<file path="config.mk">
export PLATFORM = sky130hd
export DESIGN_NAME = sdram_wr_coalescer
export DESIGN_NICKNAME = d
export VERILOG_FILES = /design/src/rtl/sdram_coalescer_pkg.sv /design/src/rtl/sdram_wbuf.sv /design/src/rtl/sdram_wr_coalescer.sv
export SDC_FILE = /design/constraint.sdc
export NUM_CORES = 1
export LEC_CHECK = 0
export BUFFER_PORTS_ARGS = -buffer_cell sky130_fd_sc_hd__buf_2
export CAP_MARGIN = 0
export CORE_MARGIN = 2
export CORE_UTILIZATION = 40
export CTS_CLUSTER_SIZE = 24
export DETAILED_ROUTE_END_ITERATION = 8
export GPL_TIMING_DRIVEN = 0
export MAX_ROUTING_LAYER = met4
export SYNTH_ARGS = -nofsm -noshare
export SYNTH_HDL_FRONTEND = slang
export SYNTH_SLANG_ARGS = --single-unit
</file>
<file path="constraint.sdc">
create_clock -name sys_clk -period 7.9 [get_ports sys_clk]
set_input_delay 0.395 -clock sys_clk [delete_from_list [all_inputs] [get_ports sys_clk]]
set_output_delay 0.395 -clock sys_clk [all_outputs]
set_load 0.05 [all_outputs]
</file>
<file path="src/rtl/sdram_coalescer_pkg.sv">
// Shared types and constants for the SDRAM write coalescer.
// Holds the controller state encoding and default burst/flush sizing.
package sdram_coalescer_pkg;

    localparam int MAX_BURST  = 16;
    localparam int IDLE_FLUSH = 8;
    localparam int ROW_BITS   = 10;
    localparam int ADDR_W     = 23;
    localparam int DATA_W     = 32;
    localparam int MASK_W     = 4;
    localparam int BUF_W      = DATA_W + MASK_W;

    typedef enum logic [2:0] {
        ST_IDLE,
        ST_COLLECT,
        ST_WR_CMD,
        ST_WR_DATA,
        ST_RD_CMD,
        ST_RD_WAIT
    } state_t;

    // Word-aligned form of a host byte address.
    function automatic logic [ADDR_W-1:0] align_word(input logic [ADDR_W-1:0] a);
        return a & ~ADDR_W'(3);
    endfunction

endpackage

</file>
<file path="src/rtl/sdram_wbuf.sv">
// Write burst buffer: one synchronous write port and one asynchronous read port.
// Each entry packs {mask, data}; contents carry no reset.
module sdram_wbuf
    import sdram_coalescer_pkg::*;
#(
    parameter int DEPTH = MAX_BURST,
    parameter int WIDTH = BUF_W,
    localparam int AW = (DEPTH > 1) ? $clog2(DEPTH) : 1
) (
    input  logic             sys_clk,
    input  logic             we,
    input  logic [AW-1:0]    waddr,
    input  logic [WIDTH-1:0] wdata,
    input  logic [AW-1:0]    raddr,
    output logic [WIDTH-1:0] rdata
);

    logic [WIDTH-1:0] mem [DEPTH];

    always_ff @(posedge sys_clk) begin
        if (we) begin
            mem[waddr] <= wdata;
        end
    end

    assign rdata = mem[raddr];

endmodule

</file>
<file path="src/rtl/sdram_wr_coalescer.sv">
// Coalesces sequential host writes into SDRAM bursts and passes reads through,
// draining any buffered burst before a read is accepted.
module sdram_wr_coalescer #(
    parameter int MAX_BURST  = sdram_coalescer_pkg::MAX_BURST,
    parameter int IDLE_FLUSH = sdram_coalescer_pkg::IDLE_FLUSH
) (
    input  logic        sys_clk,
    input  logic        reset,
    input  logic        h_req,
    input  logic        h_we,
    input  logic [22:0] h_addr,
    input  logic [31:0] h_wdata,
    input  logic [3:0]  h_wmask,
    input  logic [3:0]  h_len,
    input  logic        h_flush,
    output logic        h_ready,
    output logic [31:0] h_rdata,
    output logic        h_rvalid,
    output logic        cmd,
    output logic        cmd_en,
    input  logic        cmd_ack,
    output logic [3:0]  cmd_len,
    output logic [22:0] addr,
    output logic [31:0] wr_data,
    output logic [3:0]  wr_mask,
    input  logic [31:0] rd_data,
    input  logic        rd_data_valid
);

    import sdram_coalescer_pkg::*;

    localparam int CNT_W  = $clog2(MAX_BURST + 1);
    localparam int IDX_W  = (MAX_BURST > 1) ? $clog2(MAX_BURST) : 1;
    localparam int IDLE_W = $clog2(IDLE_FLUSH + 1);

    state_t             state;
    state_t             next_state;
    logic [22:0]        base;
    logic [CNT_W-1:0]   count;
    logic [IDLE_W-1:0]  idle_cnt;
    logic [IDX_W-1:0]   beat;
    logic [22:0]        rd_addr;
    logic [3:0]         rd_len;
    logic [3:0]         rd_cnt;

    logic               appendable;
    logic [20:0]        next_word;
    logic               buf_we;
    logic [IDX_W-1:0]   buf_waddr;
    logic [IDX_W-1:0]   buf_raddr;
    logic [BUF_W-1:0]   buf_rdata;

    sdram_wbuf #(
        .DEPTH (MAX_BURST),
        .WIDTH (BUF_W)
    ) u_wbuf (
        .sys_clk (sys_clk),
        .we      (buf_we),
        .waddr   (buf_waddr),
        .wdata   ({h_wmask, h_wdata}),
        .raddr   (buf_raddr),
        .rdata   (buf_rdata)
    );

    // A write extends the burst only if it is the next word, fits, and stays in the row.
    always_comb begin
        next_word  = base[22:2] + 21'(count);
        appendable = h_req && h_we && !h_flush
                     && (h_addr[22:2] == next_word)
                     && (count < CNT_W'(MAX_BURST))
                     && (h_addr[22:ROW_BITS] == base[22:ROW_BITS]);
    end

    always_comb begin
        next_state = state;
        h_ready    = 1'b0;
        cmd_en     = 1'b0;
        cmd        = 1'b0;
        cmd_len    = 4'd0;
        addr       = 23'd0;
        wr_data    = 32'd0;
        wr_mask    = 4'd0;
        buf_we     = 1'b0;
        buf_waddr  = '0;
        buf_raddr  = '0;
        case (state)
            ST_IDLE: begin
                h_ready = 1'b1;
                if (h_req) begin
                    if (h_we) begin
                        buf_we     = 1'b1;
                        next_state = ST_COLLECT;
                    end else begin
                        next_state = ST_RD_CMD;
                    end
                end
            end
            ST_COLLECT: begin
                h_ready = appendable;
                if (appendable) begin
                    buf_we    = 1'b1;
                    buf_waddr = count[IDX_W-1:0];
                    if (count == CNT_W'(MAX_BURST - 1)) begin
                        next_state = ST_WR_CMD;
                    end
                end else if (h_flush || h_req) begin
                    next_state = ST_WR_CMD;
                end else if (idle_cnt == IDLE_W'(IDLE_FLUSH - 1)) begin
                    next_state = ST_WR_CMD;
                end
            end
            ST_WR_CMD: begin
                cmd_en             = 1'b1;
                cmd                = 1'b1;
                addr               = base;
                cmd_len            = 4'(count - CNT_W'(1));
                {wr_mask, wr_data} = buf_rdata;
                if (cmd_ack) begin
                    next_state = (count == CNT_W'(1)) ? ST_IDLE : ST_WR_DATA;
                end
            end
            ST_WR_DATA: begin
                buf_raddr          = beat;
                {wr_mask, wr_data} = buf_rdata;
                if (CNT_W'(beat) == count - CNT_W'(1)) begin
                    next_state = ST_IDLE;
                end
            end
            ST_RD_CMD: begin
                cmd_en  = 1'b1;
                addr    = rd_addr;
                cmd_len = rd_len;
                if (cmd_ack) begin
                    next_state = ST_RD_WAIT;
                end
            end
            ST_RD_WAIT: begin
                if (rd_data_valid && (rd_cnt == rd_len)) begin
                    next_state = ST_IDLE;
                end
            end
            default: next_state = ST_IDLE;
        endcase
    end

    always_ff @(posedge sys_clk or posedge reset) begin
        if (reset) begin
            state    <= ST_IDLE;
            base     <= '0;
            count    <= '0;
            idle_cnt <= '0;
            beat     <= '0;
            rd_addr  <= '0;
            rd_len   <= '0;
            rd_cnt   <= '0;
        end else begin
            state <= next_state;
            case (state)
                ST_IDLE: begin
                    if (h_req && h_we) begin
                        base     <= align_word(h_addr);
                        count    <= CNT_W'(1);
                        idle_cnt <= '0;
                    end else if (h_req) begin
                        rd_addr <= align_word(h_addr);
                        rd_len  <= h_len;
                        rd_cnt  <= '0;
                    end
                end
                ST_COLLECT: begin
                    if (appendable) begin
                        count    <= count + 1'b1;
                        idle_cnt <= '0;
                    end else if (!h_req) begin
                        idle_cnt <= idle_cnt + 1'b1;
                    end
                end
                ST_WR_CMD:  beat <= IDX_W'(1);
                ST_WR_DATA: beat <= beat + 1'b1;
                ST_RD_WAIT: begin
                    if (rd_data_valid) begin
                        rd_cnt <= rd_cnt + 1'b1;
                    end
                end
                default: ;
            endcase
        end
    end

    // Read beats are forwarded one cycle late; stray beats outside RD_WAIT are dropped.
    always_ff @(posedge sys_clk or posedge reset) begin
        if (reset) begin
            h_rvalid <= 1'b0;
            h_rdata  <= 32'd0;
        end else begin
            h_rvalid <= (state == ST_RD_WAIT) && rd_data_valid;
            if ((state == ST_RD_WAIT) && rd_data_valid) begin
                h_rdata <= rd_data;
            end
        end
    end

endmodule

</file>
# ---- Word level (Yosys, flattened, before mapping)
# Memory sizes are Yosys's and may differ from the RTL's.
# Cells that the tools add are included.
# Widths: inputs -> output; s select.
dict set report word_totals {
  mem_bits_rw 576
  register_bits 99
  mem_count 1
  output_inout_bits 99
  wordCells 104
  input_bits 102
}
dict set report op_classes {
  n_addsub 6
  n_reduce_logical 21
  n_lt_le_gt_ge 1
  eq_ne 24
  n_mux 40
  bitwise 1
}
# name depth width rd rd_clocked_by_memory_dff write_ports line
set mem_list {}
lappend mem_list {u_wbuf.mem 16 36 1 0 1 sdram_wbuf.sv:18} ;# logic [WIDTH-1:0] mem [DEPTH];
# cell n
set ops {}
lappend ops {{$pmux 23 s2} 1}
lappend ops {{$mux 4} 10}
lappend ops {{$mux 32} 1}
lappend ops {{$pmux 4 s2} 4}
lappend ops {{$mux 3} 10}
lappend ops {{$add 21x5->21} 1}
lappend ops {{$eq 21x21->1} 1}
lappend ops {{$ne 2x2->1 const B} 9}
lappend ops {{$pmux 3 s6} 1}
lappend ops {{$eq 13x13->1} 1}
lappend ops {{$add 4x1->4 const B} 3}
lappend ops {{$mux 5} 2}
lappend ops {{$pmux 5 s2} 1}
lappend ops {{$reduce_and 3->1} 3}
lappend ops {{$logic_and 1x1->1} 7}
lappend ops {{$mux 1} 7}
lappend ops {{$reduce_and 7->1} 1}
lappend ops {{$eq 3x2->1 const B} 2}
lappend ops {{$eq 3x3->1 const B} 2}
lappend ops {{$ne 3x3->1 const B} 2}
lappend ops {{$reduce_bool 2->1} 3}
lappend ops {{$add 5x1->5 const B} 1}
lappend ops {{$eq 4x5->1} 1}
lappend ops {{$eq 5x1->1 const B} 1}
lappend ops {{other kinds (16)} 18}

# ---- Longest topological paths before layout
dict set report logic_depth {
  ltp_word 9
  depth_mapped 10
  depth_no_buf 9
}

# ---- Cells and area by module
# Synthesis repeated with hierarchy kept, for this count alone.
dict set report hier_totals {
  hier_cells 1566
  hier_area_um2 27147.3
}
# module cells_each area_each_um2 seq_area_each_um2 n_inst
set by_module_without_submodules {}
lappend by_module_without_submodules {sdram_wbuf 902 21598.2 17296.6 1}
lappend by_module_without_submodules {sdram_wr_coalescer 664 5549.1 2477.4 1}

# ---- Worst setup path after synthesis
# No wires, ideal clock.
dict set report synth_timing {
  path_kind {register to register}
  startpoint {register count[0]}
  endpoint {memory u_wbuf.mem[5][0] (netlist name) (enable)}
  period_less_slack_ns 6.541
  stages_incl_launch_ff 10
  n_path_buf 0
  t_arrival_ns 6.022
  slack_ns 1.359
  required_time_ns 7.381
  setup_ns 0.519
  path_cell_list {dfrtp_1 > ha_1 > fa_1 > a21o_1 > or4b_1 > a211oi_2 > nor2_2 > nor4_4 > nand3_2 > nor4_1}
}
dict set report synth_via {
  elab_chain_len 9
  word_cells_on_any_way 12
  classes_between {add/sub (1); order compare (1); eq/ne (1); mux (6); reduce/logical (3)}
}
# element line
set synth_lines {}
lappend synth_lines {{start: declaration} sdram_wr_coalescer.sv:39} ;# logic [CNT_W-1:0] count;
lappend synth_lines {{start signal: assignment} sdram_wr_coalescer.sv:172} ;# count <= count + 1'b1;
lappend synth_lines {{$add 21x5->21} sdram_wr_coalescer.sv:67} ;# next_word = base[22:2] + 21'(count);
lappend synth_lines {{$eq 21x21->1} sdram_wr_coalescer.sv:69} ;# && (h_addr[22:2] == next_word)
lappend synth_lines {{$logic_and 1x1->1} sdram_wr_coalescer.sv:69}
lappend synth_lines {{$logic_and 1x1->1} sdram_wr_coalescer.sv:70} ;# && (count < CNT_W'(MAX_BURST))
lappend synth_lines {{$logic_and 1x1->1} sdram_wr_coalescer.sv:71} ;# && (h_addr[22:ROW_BITS] == base[22:ROW_BITS]);
lappend synth_lines {{$mux 1} sdram_wr_coalescer.sv:100} ;# if (appendable) begin
lappend synth_lines {{$pmux 1 s2} sdram_wr_coalescer.sv:86} ;# case (state)
lappend synth_lines {{$mux 1} sdram_wbuf.sv:21} ;# if (we) begin
lappend synth_lines {{$mux 1 (not written as such)} sdram_wbuf.sv:22} ;# mem[waddr] <= wdata;
lappend synth_lines {{end: declaration} sdram_wbuf.sv:18}
# Parallel ways exist; a longest one is shown, timed or not.

# ---- Final worst setup path
dict set report layout_timing {
  startpoint {register state[0]}
  endpoint {output wr_data[31]}
}
dict set report layout_via {
  elab_chain_len 4
  word_cells_on_any_way 6
  classes_between {eq/ne (2); mux (2); reduce/logical (1); memory (1)}
}
# element line
set layout_lines {}
lappend layout_lines {{start: declaration} sdram_wr_coalescer.sv:36} ;# state_t state;
lappend layout_lines {{start signal: assignment} sdram_wr_coalescer.sv:157} ;# state <= next_state;
lappend layout_lines {{$eq 3x2->1} sdram_wr_coalescer.sv:86}
lappend layout_lines {{$mux 4} sdram_wr_coalescer.sv:86}
lappend layout_lines {{$mem_v2 16x36} -}
lappend layout_lines {{$mux 32 (*)} sdram_wr_coalescer.sv:86}
lappend layout_lines {{end: declaration} sdram_wr_coalescer.sv:24} ;# output logic [31:0] wr_data,
# Mark *: on every way between the ends. The rest lies on a longest branch, timed or not.

==> impl_metrics.py <==
metrics = {
    "status": {
        "outcome": "complete, no violations",
    },
    "timing": {
        "grt_setup_unrepaired": "no",
        "setup_viol": 0,
        "clock.fmax_ghz": 0.2006,
        "hold_ws_ps": 27.85,
        "worst_slack_ps": 2916,
        "hold_viol_final": 0,
        "slew_viol_final": 0,
        "fin_skew_ps": 25.42,
        "worstMarginPinSlew_ps": 1057,
        "relSlewSlack_pct": 29.52,
        "fin_crit_ps": 4984,
        "tns_ps": 0,
        "fin_crit_sh_pct": 63.09,
    },
    "logic_synthesis": {
        "synthCells": 1636,
        "ys.flop_type": "edfxtp_1",
        "synth-edff-count": 576,
        "synth_warnings": 0,
        "synthArstFlopShare_pct": 14.67,
        "syn_avg_cell_area_um2": 17.09,
        "synth-seq-cells": 675,
        "syn_area_mm2": 0.02795,
        "ys_seq_area_share_pct": 70.74,
        "synth.distinct_cells": 65,
    },
    "setup_path": {
        "max_stage_delay_ps": 740,
        "slowest_stage": "clkbuf_1",
        "regToRegSetupSlack_ps": 3090,
        "end_kind": "output pin",
        "startpoint_type": "register",
        "timing.rr.end": "u_wbuf.mem[5][22]$_DFFE_PP_",
        "rr_worst_depth": 11,
        "critPathRequiredTime_ps": 7510,
        "crit_arrival_ps": 4590,
        "startpoint": "state[0]$_DFFE_PP0P_",
        "path_class": "reg2out",
        "cp-endpoint": "wr_data[31]",
        "r2r_start": "count[3]$_DFFE_PP0P_",
        "cpMostUsedCell": "buf_2",
        "path_max_fanout": 10,
        "crit_chain": "clkbuf_1, nand3_1, buf_2, buf_2, clkbuf_1, mux4_2, mux2i_1, a211oi_1, buf_2",
    },
    "power": {
        "power_mw": 10.20,
        "ir_drop_mv": 0.2039,
        "power.density_mw_per_mm2": 302.1,
        "power_leakage_nw": 12.28,
    },
    "grt": {
        "grt_max_degree": 74,
        "grt_pass1_wl_um": 105300,
        "grt_pass1_vias": 17070,
        "grt.total_usage_pct": 20.25,
        "globalRouteOverflowTotal": 0,
        "antenna_found_initial": 4,
    },
    "clock_tree": {
        "cts_setup_buffers": 0,
        "cts.clk_slew.worst_paths_ps": 60,
        "numClockSinks": 675,
        "clock_latency_ps": 620,
        "htreeDepth": 3,
        "cts_root_buf": "clkbuf_16",
        "cts_buffers": 74,
        "cts_buffer_depth": 3,
        "cts_tree": "yes",
    },
    "finish": {
        "drive_gt1_share_pct": 33.29,
        "utilization_pct": 48.97,
        "synthToLayoutAreaGrowth_pct": 20.79,
        "final_nets": 2136,
        "final_cells": 3014,
        "fin_area_mm2": 0.03376,
    },
    "detailed_routing": {
        "first_iter_violations": 1520,
        "postRouteAntennaNets": 0,
        "wl_per_cell_um": 23.21,
        "wl_um": 69950,
        "vias": 16315,
        "drc_errors": 0,
        "dr.pass1.iters": 5,
        "routed_via_density": 5.413,
    },
    "place": {
        "dpl.cell_count": 2834,
        "placed_area_mm2": 0.03096,
        "dpl.hpwl_um": 48580,
        "port_buffers": 195,
        "gp_congestion": 0.8644,
        "pre_cts_ws_ps": 3132,
    },
    "floorplanning": {
        "die_height_um": 268.4,
        "die-area_mm2": 0.07201,
        "std_cell_rows": 96,
        "coreArea_mm2": 0.06895,
        "start_util_pct": 40.54,
        "io_pins": 201,
        "dieWidth_um": 268.4,
    },
    "job": {
        "cap_violations": 0,
    },
    "min_path": {
        "min-delay-path-class": "in2reg",
    },
}
state kept, by name, indices dropped and copies added, names as in the netlist:
signal      flops
base           21
beat            4
count           5
h_rdata        32
h_rvalid        1
idle_cnt        4
rd_addr        21
rd_cnt          4
rd_len          4
state           3
u_wbuf.mem    576
cell usage after synthesis, drive strengths merged, types with 5 or more instances:
| library cell | n | share of area [%] |
|---|---|---|
| nor2 | 56 | 0.76 |
| inv | 10 | 0.13 |
| and3 | 6 | 0.13 |
| nand2 | 93 | 1.2 |
| edfxtp | 576 | 62 |
| o21ai | 14 | 0.25 |
| o22ai | 5 | 0.11 |
| a22oi | 37 | 0.99 |
| nor3 | 16 | 0.30 |
| and2 | 8 | 0.18 |
| ha | 12 | 0.54 |
| a22o | 25 | 0.78 |
| buf | 21 | 0.40 |
| a221oi | 36 | 1.1 |
| a21oi | 52 | 0.93 |
| nor2b | 5 | 0.11 |
| nand4 | 12 | 0.27 |
| dfrtp | 99 | 8.9 |
| mux2i | 43 | 1.5 |
| mux4 | 72 | 5.8 |
| mux2 | 204 | 8.2 |
| nand3 | 14 | 0.27 |
| nor4 | 18 | 0.52 |
| xnor2 | 7 | 0.22 |
| clkbuf | 81 | 1.1 |
| a211oi | 38 | 1.0 |
| xor2 | 25 | 0.78 |
report_power, final:
part	switching [mW]	leakage (nW)	total (mW)	internal, mW
clock	1.39	1.16	3.36	1.98
sequential	0.173	6.40	4.29	4.12
combinational	1.77	4.72	2.55	0.780
total	3.33	12.3	10.2	6.87
routing by layer:
layer | track usage, % | vias to the layer above | wire, um
met2 | 33.06 | 403 | 34690
li1 | - | 7307 | -
met1 | 26.44 | 8493 | 30270
met5 | - | - | 0
met4 | 5.556 | 0 | 1707
met3 | 3.207 | 112 | 3279
layout by cell type (no fill, tap or decap), drive strengths merged, types with 15 or more instances in the layout:
cell type	instances
edfxtp	576
buf	287
mux2	204
clkbuf	180
dfrtp	99
nand2	93
mux4	72
nor2	56
a21oi	52
mux2i	43
dlygate4sd3	42
a211oi	38
a22oi	37
a221oi	36
xor2	25
a22o	25
clkinv	25
nor4	18
nor3	16
inv	15
worst max-delay path, delay by kind of cell, from the launching register on:
kind / cells / cell delay, ps
flip-flops: 1 / 350
AND/OR/NAND/NOR: 1 / 520
AO/OA/AOI/OAI: 1 / 570
multiplexers: 2 / 420
buffers and inverters: 5 / 2110
final cells by class:
cell class / count / area (um2)
Fill cell: 5889 / 35180
Sequential cell: 675 / 19770
Multi-Input combinational cell: 850 / 7831
Timing Repair Buffer: 308 / 2163
Clock buffer: 99 / 2028
Tap cell: 931 / 1165
Buffer: 102 / 416.7
Clock inverter: 35 / 335.3
Inverter: 10 / 40.04
Antenna cell: 4 / 10.01
worst min-delay path by stage:
| stage | startpoint | endpoint | slack [ps] | cells past startpoint |
|---|---|---|---|---|
| 4_1_cts | rd_data[20] | h_rdata[20]$_DFFE_PP0P_ | 0.4 | 2 |
| 5_1_grt | rd_data[16] | h_rdata[16]$_DFFE_PP0P_ | 5 | 2 |
| 2_1_floorplan | rd_addr[5]$_DFFE_PP0P_ | rd_addr[5]$_DFFE_PP0P_ | 450 | 2 |
| 3_3_place_gp | rd_addr[5]$_DFFE_PP0P_ | rd_addr[5]$_DFFE_PP0P_ | 470 | 2 |
| 3_5_place_dp | reset | rd_addr[12]$_DFFE_PP0P_ | 400 | 2 |
| 6_report | rd_data[13] | h_rdata[13]$_DFFE_PP0P_ | 30 | 2 |
what timing repair did:
action | in CTS | in global routing
hold buffers | 42 | 0
endpoints found under the hold margin | 67 | 0
resized for setup | 0 | 0
cell families after synthesis:
logic type,share of synthesized area [%]
buf+inv,1.625
flops,70.74
simple gates,4.427
compound gates,6.025
mux,15.56
fa+ha+maj,0.6087
xor+xnor,1.003
other cells,0.01342
Power figures use the tool's default switching activity.
